File: config.mk
export PLATFORM = sky130hd
export DESIGN_NAME = maxpool1d_requant
export DESIGN_NICKNAME = d
export VERILOG_FILES = /design/src/rtl/maxpool1d_requant.sv
export SDC_FILE = /design/constraint.sdc
export NUM_CORES = 1
export LEC_CHECK = 0
export CORE_UTILIZATION = 40
export CTS_CLUSTER_DIAMETER = 120
export DETAILED_ROUTE_END_ITERATION = 12
export PLACE_DENSITY = 0.6
export SKIP_CTS_REPAIR_TIMING = 1
export SYNTH_ARGS = -nofsm -noshare
export SYNTH_HDL_FRONTEND = slang
export SYNTH_SLANG_ARGS = --single-unit
File: constraint.sdc
create_clock -name clk -period 6.7 [get_ports clk]
set_input_delay 1.34 -clock clk [delete_from_list [all_inputs] [get_ports clk]]
set_output_delay 1.34 -clock clk [all_outputs]
set_load 0.05 [all_outputs]
File: src/rtl/maxpool1d_requant.sv
`default_nettype none
// ============================================================================
// Module   : maxpool1d_requant
// Purpose  : 1-D max pooling over non-overlapping windows of POOL signed
//            samples, followed by round-half-up right shift and unsigned
//            saturation to OUT_WIDTH bits. Valid/ready on both sides, one
//            sample per clock at full throughput.
// Options  : define MAXPOOL_SAT_CNT_EN to add the sat_clr / sat_cnt ports
//            (16-bit saturating count of windows whose result clipped high).
// Revision : 1.0  initial release
// ============================================================================
module maxpool1d_requant #(
  parameter int WIDTH     = 32,
  parameter int OUT_WIDTH = 8,
  parameter int POOL      = 2,
  parameter int SHIFT     = 8
) (
  input  logic                    clk,
  input  logic                    rst,
  input  logic signed [WIDTH-1:0] in_data,
  input  logic                    in_valid,
  input  logic                    in_last,
  output logic                    in_ready,
  output logic [OUT_WIDTH-1:0]    out_data,
  output logic                    out_valid,
  output logic                    out_last,
`ifdef MAXPOOL_SAT_CNT_EN
  input  logic                    sat_clr,
  output logic [15:0]             sat_cnt,
`endif
  input  logic                    out_ready
);

  localparam int c_CNT_W = $clog2(POOL) + 1;
  localparam logic [c_CNT_W-1:0] c_LAST = c_CNT_W'(POOL - 1);
  // Largest representable output, widened to the requant arithmetic width.
  localparam logic signed [WIDTH:0] c_OUT_MAX =
    {{(WIDTH + 1 - OUT_WIDTH){1'b0}}, {OUT_WIDTH{1'b1}}};

  logic [c_CNT_W-1:0]      r_cnt;
  logic signed [WIDTH-1:0] r_max;
  logic [OUT_WIDTH-1:0]    r_out_data;
  logic                    r_out_valid;
  logic                    r_out_last;

  logic                    w_accept;
  logic                    w_close;
  logic                    w_fire;
  logic signed [WIDTH-1:0] w_max;
  logic signed [WIDTH:0]   w_ext;
  logic signed [WIDTH:0]   w_r;
  logic                    w_neg;
  logic                    w_over;
  logic [OUT_WIDTH-1:0]    w_q;

  // Ready only depends on the output slot being free or draining this cycle.
  assign in_ready  = !r_out_valid || out_ready;
  assign w_accept  = in_valid && in_ready;
  assign w_fire    = r_out_valid && out_ready;
  assign w_close   = w_accept && ((r_cnt == c_LAST) || in_last);

  // Running maximum including the sample being accepted this cycle.
  assign w_max = (r_cnt == '0) ? in_data
                               : ((in_data > r_max) ? in_data : r_max);

  // One extra bit so the rounding offset can never wrap.
  assign w_ext = {w_max[WIDTH-1], w_max};

  generate
    if (SHIFT > 0) begin : g_round
      localparam logic signed [WIDTH:0] c_HALF =
        {{WIDTH{1'b0}}, 1'b1} << (SHIFT - 1);
      logic signed [WIDTH:0] w_sum;
      assign w_sum = w_ext + c_HALF;
      assign w_r   = w_sum >>> SHIFT;
    end else begin : g_noround
      assign w_r = w_ext;
    end
  endgenerate

  // Clamp negatives to zero and large values to all-ones.
  assign w_neg  = w_r[WIDTH];
  assign w_over = !w_neg && (w_r > c_OUT_MAX);
  assign w_q    = w_neg  ? '0 :
                  w_over ? '1 : w_r[OUT_WIDTH-1:0];

  // Window counter, running max and the single-entry output register.
  always_ff @(posedge clk) begin
    if (rst) begin
      r_cnt       <= '0;
      r_max       <= '0;
      r_out_data  <= '0;
      r_out_valid <= 1'b0;
      r_out_last  <= 1'b0;
    end else begin
      if (w_accept) begin
        r_max <= w_max;
        r_cnt <= w_close ? '0 : r_cnt + c_CNT_W'(1);
      end
      if (w_close) begin
        r_out_data  <= w_q;
        r_out_last  <= in_last;
        r_out_valid <= 1'b1;
      end else if (w_fire) begin
        r_out_valid <= 1'b0;
      end
    end
  end

  assign out_data  = r_out_data;
  assign out_valid = r_out_valid;
  assign out_last  = r_out_last;

`ifdef MAXPOOL_SAT_CNT_EN
  logic [15:0] r_sat_cnt;

  // Saturating count of clipped windows; clear has priority over increment.
  always_ff @(posedge clk) begin
    if (rst) begin
      r_sat_cnt <= '0;
    end else if (sat_clr) begin
      r_sat_cnt <= '0;
    end else if (w_close && w_over && (r_sat_cnt != 16'hFFFF)) begin
      r_sat_cnt <= r_sat_cnt + 16'd1;
    end
  end

  assign sat_cnt = r_sat_cnt;
`endif

endmodule
`default_nettype wire

# After elaboration in Yosys (flattened, before gate mapping)
# Cells that the tools add are included.
[totals]
word_cells = 27
in_bits = 37
out_inout_bits = 11
ff_bits = 44
[op_classes]
magnitude_cmp = 2
eq_ne = 1
reduce_logical = 10
add_sub_neg = 2
n_mux = 7
[op_table]
columns = ["cell", "count"]
rows = [
  ["$mux 32", 2],
  ["$add 32x9->33 const B", 1],
  ["$gt 32x32->1", 1],
  ["$gt 25x9->1 const B", 1],
  ["$mux 8", 2],
  ["$logic_and 1x1->1", 4],
  ["$add 2x1->2 const B", 1],
  ["$eq 2x1->1 const B", 1],
  ["$logic_not 1->1", 2],
  ["$logic_not 2->1", 1],
  ["$logic_or 1x1->1", 2],
  ["$mux 1", 2],
  ["$mux 2", 1],
  ["$reduce_bool 2->1", 1],
]

# Depth between registers and ports, before layout
# Gate-level depths: netlist of run 1.
[depth]
ltp_word = 8
ltp_mapped = 24
ltp_nobuf = 22

# Least setup slack after synthesis of run 1
# No wires, ideal clock.
[synth_timing]
kind = "input port to flip-flop"
start = "input port in_data[31]"
end = "register r_out_data[0], in the netlist out_data[0]"
path_buffers = 2
required_time_ns = 6.554
setup_time_ns = 0.146
t_arrival_ns = 5.987
setup_slack_ns = 0.567
stages = 23
cell_sequence = "ha_1 > and4_4 > nand4_4 > o21ai_1 > nor2_1 > a31o_2 > nor2_1 > clkbuf_1 > buf_1 > nand2_1 > o21ai_0 > ha_1 > and4_1 > and2_1 > nand3_1 > nor2_1 > xor2_1 > or3_1 > o2111a_1 > nor2_1 > o2111ai_1 > nor4_4 > a32oi_1"
[synth_between]
elab_chain_len = 8
word_cells_on_any_way = 9
classes_between = "add/sub: 1; order compare: 2; mux: 4; reduce/logical: 2"
[synth_rtl]
columns = ["element", "line_no", "text"]
rows = [
  ["start, declared", "20", "input logic signed [WIDTH-1:0] in_data,"],
  ["$gt 32x32->1 (*)", "64", ": ((in_data > r_max) ? in_data : r_max);"],
  ["$mux 32 (*)", "64", ""],
  ["$mux 32 (*)", "63", "assign w_max = (r_cnt == '0) ? in_data"],
  ["named net w_max[8]", "49", "logic signed [WIDTH-1:0] w_max;"],
  ["$add 32x9->33 (*)", "74", "assign w_sum = w_ext + c_HALF;"],
  ["$gt 25x9->1 / $logic_not 1->1 (equally long branches)", "83", "assign w_over = !w_neg && (w_r > c_OUT_MAX);"],
  ["$logic_and 1x1->1", "83", ""],
  ["$mux 8", "85", "w_over ? '1 : w_r[OUT_WIDTH-1:0];"],
  ["$mux 8 (*)", "84", "assign w_q = w_neg ? '0 :"],
  ["end signal, assigned", "101", "r_out_data <= w_q;"],
  ["end, declared", "42", "logic [OUT_WIDTH-1:0] r_out_data;"],
]
# Mark *: on every way through the listed nets, which the timed path passes. The rest lies on a longest branch.
# A chain may end at the register's enable or synchronous reset.

# Worst setup path in the final report of run 1
[layout_timing]
start = "input port in_data[31]"
end = "register r_out_data[2], in the netlist out_data[2]"
# Same word-level chain as after synthesis.

==> reports/results.txt, run 1 <==
Core Region -> 8890 um^2
Root Buffer -> clkbuf_8
Yosys Warn Count -> 0
Initial antenna violation count -> 0
Hold WC Path Type -> flip-flop to flip-flop
Main combinational cell family by area after synthesis -> simple AND/OR/NAND/NOR gates
Slowest stage delay, CP -> 500 ps
Top post-synthesis cells by count -> 104 x nand2_1, 66 x a21oi_1, 44 x dfxtp_1
Most numerous cell in the Yosys netlist -> nand2_1
Diode count -> 0
Slew Limit Headroom -> 0.188
Top delay family on crit path -> simple AND/OR/NAND/NOR gates
Floorplan die height -> 98.6 um
1st-pass router iterations -> 5
Critical path fanouts, max -> 8
Syn nets -> 584
Synth area leader -> dfxtp_1
Post-synthesis mux area share -> 0.0158
Syn Area/Cell -> 7.29 um^2
Post-layout net count -> 645
Placed cell areas -> 4450 um^2
CP Capture Type -> flip-flop
Vias -> 3,911
Slowest cell on the critical path -> clkdlybuf4s50_1
Port bufs -> 47
Setup Crit Path Kind -> input pin to flip-flop
Global-route usage over all layers -> 0.238
Residual overflow from global routing -> 0
Mapped Cells -> 512
Final Hold Vio Count -> 0
Initial Utilization -> 0.420
Via density per instance -> 5.73
Reg-to-Reg Start -> r_max[23]
Final TNS setup -> 0 ps
Prevailing post-synth register cell -> dfxtp_1
Yosys cell types -> 61
Seq/Total Area, Yosys -> 0.236
First-pass GRT wire length -> 18,500 um
Max rail drop VDD -> 0.0914 mV
Design Power -> 0.771 mW
Synthesized cell area -> 3730 um^2
Max Clock Freq -> 158 MHz
Compound-gate portion of the synthesized area -> 0.231
Sink Count -> 44
Final slew viol count -> 0
Status -> complete, no violations
Xor/xnor share of the synthesized area -> 0.0586
Maxcap violations -> 0
Most common cell type on the critical path -> nor2_1
Hold Startpoint -> r_max[1]
Buffers & Inverters on Critical Path -> 2
Die width -> 98.6 um
Later-pin clock latency in the skew report -> 310 ps
1st-iter DRT viols -> 276
# setup viols final -> 0
Post-synth EDFFs -> 0
Hpwl dp -> 8650 um
Routed WL -> 11,300 um
Yosys top cell area share -> 0.236
PwrDens -> 169 nW/um^2
CP Data Required Time -> 6870 ps
Ranking of synthesized cells by area -> dfxtp_1 24%, ha_1 12%, nand2_1 10%
Adder-cell area share of the yosys netlist -> 0.117
Vias in the first global route -> 3,651
Finished layout cell area -> 4560 um^2
I/O pins -> 48
CTS max path bufs -> 2
Seq cells post-synth -> 44
Clock transition at the registers of the reported paths -> 90 ps
Layout cell share with drive strength beyond 1 -> 0.0906
Worst Setup SP -> in_data[31]
Simple logic cell fraction of the synthesized area -> 0.287
Area grow syn2layout -> 22.3%
WL/cell -> 16.6 um
Detailed-route DRC error count -> 0
Period Utilization, post-route -> 0.945
Leakage power -> 1.72 nW
Largest net degree at the start of global routing -> 39
Fin crit period -> 6330 ps
Die footprint -> 9720 um^2
Post-route ant nets -> 0
Num CTS Buffers -> 5
Slew at the pin closest to its max-slew limit -> 1210 ps
# rows -> 34
CP Launch Type -> input pin
RePlAce Congestion -> 0.904
TritonCTS clock tree -> built
Crit path cell chain -> clkdlybuf4s50_1 -> ha_1 -> and4_4 -> nand4_4 -> o21ai_1 -> nor2_1 -> a31o_2 -> nor2_2 -> nand2_1 -> o21ai_0 -> ha_1 -> and4_1 -> and2_1 -> nand3_1 -> nor2_1 -> xor2_1 -> or3_1 -> o2111a_1 -> nor2_1 -> o2111ai_1 -> nor4_4 -> buf_4 -> a32oi_1
CTS H-tree depth -> 2
WP data arrival -> 6500 ps
Post-synth ARST share -> 0
Clock skew -> 10.0 ps
-- placed cells by master, fill, tap and decap left out, types with 5 or more instances in the layout --
cell | synthesis | final
a21oi_1 | 66 | 66
a31oi_1 | 5 | 5
a32oi_1 | 9 | 9
and3_1 | 10 | 10
buf_4 | 0 | 23
clkbuf_8 | 0 | 5
clkdlybuf4s50_1 | 0 | 47
dfxtp_1 | 44 | 44
ha_1 | 35 | 35
inv_1 | 37 | 37
nand2_1 | 104 | 104
nand3_1 | 19 | 19
nand4_1 | 11 | 11
nor2_1 | 29 | 27
nor3_1 | 15 | 15
o211ai_1 | 5 | 5
o21ai_0 | 10 | 10
xnor2_1 | 17 | 17
xor2_1 | 8 | 8
-- through the flow --
stage,hold WS [ps],instances,setup slack (ps),utilization
floorplan,436,512,567,-
global placement,443,673,232,0.500
detailed placement,447,673,-10.0,0.500
CTS,460,681,280,0.512
global route,491,682,-15.0,0.513
finish,459,682,368,0.513
-- logic make-up (layout without fill, tap and decap cells) --
| logic type | after synthesis | in the layout |
|---|---|---|
| buffers and inverters | 54 | 116 |
| and+or+nand+nor | 217 | 217 |
| AOI/OAI and AO/OA | 132 | 132 |
| muxes | 5 | 5 |
| DFF | 44 | 44 |
| adders and majority gates | 35 | 35 |
| xor gates and xnor gates | 25 | 25 |
-- layout make-up --
cell class	instances	area, um^2
fillers	884	4330
multi-input cells	414	2660
flip-flops and latches	44	881
repair buffers	70	643
inverters	38	143
well taps	108	135
clock buffers	6	72.6
clock inverters	2	35.0
-- final timing paths --
path / slack (ps) / depth (start not counted) / end
max: 370 / 23 / out_data[2]
min reg2reg: 460 / 2 / r_max[1]
max reg2reg: 1480 / 23 / out_data[2]
min: 460 / 2 / r_max[1]
-- layer usage --
layer,routed length [um],vias up,global-route usage,part of all wire
li1,-,1955,-,-
met1,5380,1819,0.335,0.48
met2,5060,123,0.380,0.45
met3,711,14,0.0404,0.063
met4,145,0,0.0574,0.013
met5,0,-,0,0
-- registers in the layout (all words and copies together) (netlist names) --
signal and cells:
out_data 8, out_last 1, r_max 32, out_valid 1, r_cnt 2
-- worst reg2reg max path, stage by stage (launching register included) --
cell and delay, ps:
dfxtp_1 470, inv_1 100, ha_1 320, and4_1 280
nand4_4 140, o21ai_1 290, nor2_1 170, a31o_2 340
nor2_2 230, nand2_1 80, o21ai_0 90, ha_1 190
and4_1 240, and2_1 240, nand3_1 190, nor2_1 150
xor2_1 80, or3_1 310, o2111a_1 230, nor2_1 120
o2111ai_1 220, nor4_4 310, buf_4 200, a32oi_1 100
-- power by group --
group	internal, mW	switching [mW]	leakage (nW)
clock	0.111	0.101	0.0552
sequential	0.280	0.0177	0.362
combinational	0.106	0.155	1.31
No activity file was read; power rests on OpenSTA's default activity.
==> inputs of run 2 (changes only) <==
CORE_MARGIN = 1   (was default)
SETUP_SLACK_MARGIN = 0.05   (was default)
==> reports/results.txt, run 2 (synthesis results as in run 1) <==
Status -> complete, no violations
DP Cell Count -> 673 (unchanged)
Final slew viol count -> 0 (unchanged)
Placed cell areas -> 4450 um^2 (unchanged)
Initial Utilization -> 0.420 (unchanged)
1st-iter DRT viols -> 242 (-12%)
Via density per instance -> 5.73 (about the same)
CTS H-tree depth -> 2 (unchanged)
R2R cell count -> 23 (unchanged)
Biggest register -> r_max
CP Data Required Time -> 6870 ps (about the same)
Floorplan die height -> 98.6 um (unchanged)
Port bufs -> 47 (unchanged)
Layout cell share with drive strength beyond 1 -> 0.0923 (+0.00174)
CTS max path bufs -> 2 (unchanged)
First-pass GRT wire length -> 18,500 um (unchanged)
Leakage power -> 1.72 nW (about the same)
Worst R2R End -> out_data[2]
1st-pass router iterations -> 5 (unchanged)
Hold WC Path Type -> flip-flop to flip-flop
Num CTS Buffers -> 5 (unchanged)
Post-route ant nets -> 0 (unchanged)
Max Clock Freq -> 160 MHz (+1.2%)
Global-route usage over all layers -> 0.238 (unchanged)
Design Power -> 0.770 mW (-0.11%)
Final TNS setup -> 0 ps (unchanged)
TritonCTS clock tree -> built
Max FFs per register -> 32 (unchanged)
RePlAce Congestion -> 0.904 (unchanged)
Clock transition at the registers of the reported paths -> 90 ps (about the same)
Later-pin clock latency in the skew report -> 310 ps (about the same)
Die footprint -> 9720 um^2 (unchanged)
Fin Hold WS -> 459 ps (-0.162 ps)
Finished layout cell area -> 4570 um^2 (about the same)
Finished Layout Cells -> 682 (unchanged)
Setup Crit Path Kind -> input pin to flip-flop
Dpl ws -> -10.0 ps (unchanged)
Routed WL -> 11,300 um (about the same)
Detailed-route DRC error count -> 0 (unchanged)
Initial antenna violation count -> 0 (unchanged)
Clock skew -> 9.86 ps (-0.183 ps)
Commonest non-fill, non-tap cells in the layout -> 104 x nand2_1, 66 x a21oi_1, 47 x clkdlybuf4s50_1
Root Buffer -> clkbuf_8
PwrDens -> 169 nW/um^2 (-0.19%)
Unrepaired setup endpoints after global routing -> false
Maxcap violations -> 0 (unchanged)
Worst Setup SP -> in_data[31]
Vias in the first global route -> 3,651 (unchanged)
Residual overflow from global routing -> 0 (unchanged)
Fin crit period -> 6260 ps (-72.9 ps)
Final Hold Vio Count -> 0 (unchanged)
# rows -> 34 (unchanged)
CP Capture Type -> flip-flop
Post-layout net count -> 645 (unchanged)
Finished Core Util -> 0.514 (about the same)
Commonest non-fill, non-tap cell in the layout -> nand2_1
Slew at the pin closest to its max-slew limit -> 1210 ps (-4.30 ps)
Area grow syn2layout -> 22.4% (about the same)
Crit path to -> out_data[2]
CP Launch Type -> input pin
WL/cell -> 16.6 um (about the same)
Worst Slack Setup Final -> 441 ps (+72.9 ps)
Max rail drop VDD -> 0.0915 mV (+0.14%)
Worst R2R Setup Slack -> 1520 ps (+40 ps)
Largest net degree at the start of global routing -> 39 (unchanged)
Vias -> 3,908 (-0.077%)
I/O pins -> 48 (unchanged)
Die width -> 98.6 um (unchanged)
Reg-to-Reg Start -> r_max[23]
Critical path fanouts, max -> 8 (unchanged)
Sink Count -> 44 (unchanged)
Period Utilization, post-route -> 0.934 (-0.0109)
Core Region -> 8890 um^2 (unchanged)
Hpwl dp -> 8650 um (unchanged)
# setup viols final -> 0 (unchanged)
Diode count -> 0 (unchanged)
WP data arrival -> 6420 ps (-80 ps)
Slew Limit Headroom -> 0.191 (+0.00287)
## run 2: cell counts in the layout (fill, tap and decap cells not counted)
Identical to the previous run, type by type.
## run 2: worst min path at each step
| stage | from | to | slack (ps) | depth (start not counted) |
|---|---|---|---|---|
| finish | r_max[1] | r_max[1] | 460 | 2 |
| global route | out_data[5] | out_data[5] | 490 | 2 |
| CTS | r_max[1] | r_max[1] | 460 | 2 |
| detailed placement | r_max[1] | r_max[1] | 450 | 2 |
| global placement | r_max[1] | r_max[1] | 440 | 2 |
| floorplan | r_max[1] | r_max[1] | 440 | 2 |
## run 2: report_power, final
part / total (mW) / switching, mW / internal [mW]
combinational: 0.262 / 0.156 / 0.106
sequential: 0.298 / 0.0177 / 0.280
clock: 0.210 / 0.0991 / 0.111
total: 0.770 / 0.273 / 0.497
## run 2: critical path: stages
cell,delay [ps]
clkdlybuf4s50_1,500
ha_1,470
and4_4,300
nand4_4,130
o21ai_2,230
nor2_1,140
a31o_2,350
nor2_2,230
nand2_1,80
o21ai_0,90
ha_1,190
and4_1,240
and2_1,230
nand3_1,190
nor2_1,150
xor2_1,80
or3_1,310
o2111a_1,230
nor2_1,140
o2111ai_1,220
nor4_4,310
buf_4,200
a32oi_1,100
## run 2: layout make-up
class	count	area, um^2
clock buffers	6	72.6
inverters	38	143
flip-flops and latches	44	881
well taps	108	135
clock inverters	2	35.0
repair buffers	70	643
fillers	884	4320
multi-input cells	414	2660
## run 2: per-layer routing
layer / GRT usage / share of wire
met2: 0.380 / 0.45
met5: 0 / 0
met4: 0.0574 / 0.013
met3: 0.0404 / 0.063
met1: 0.335 / 0.48
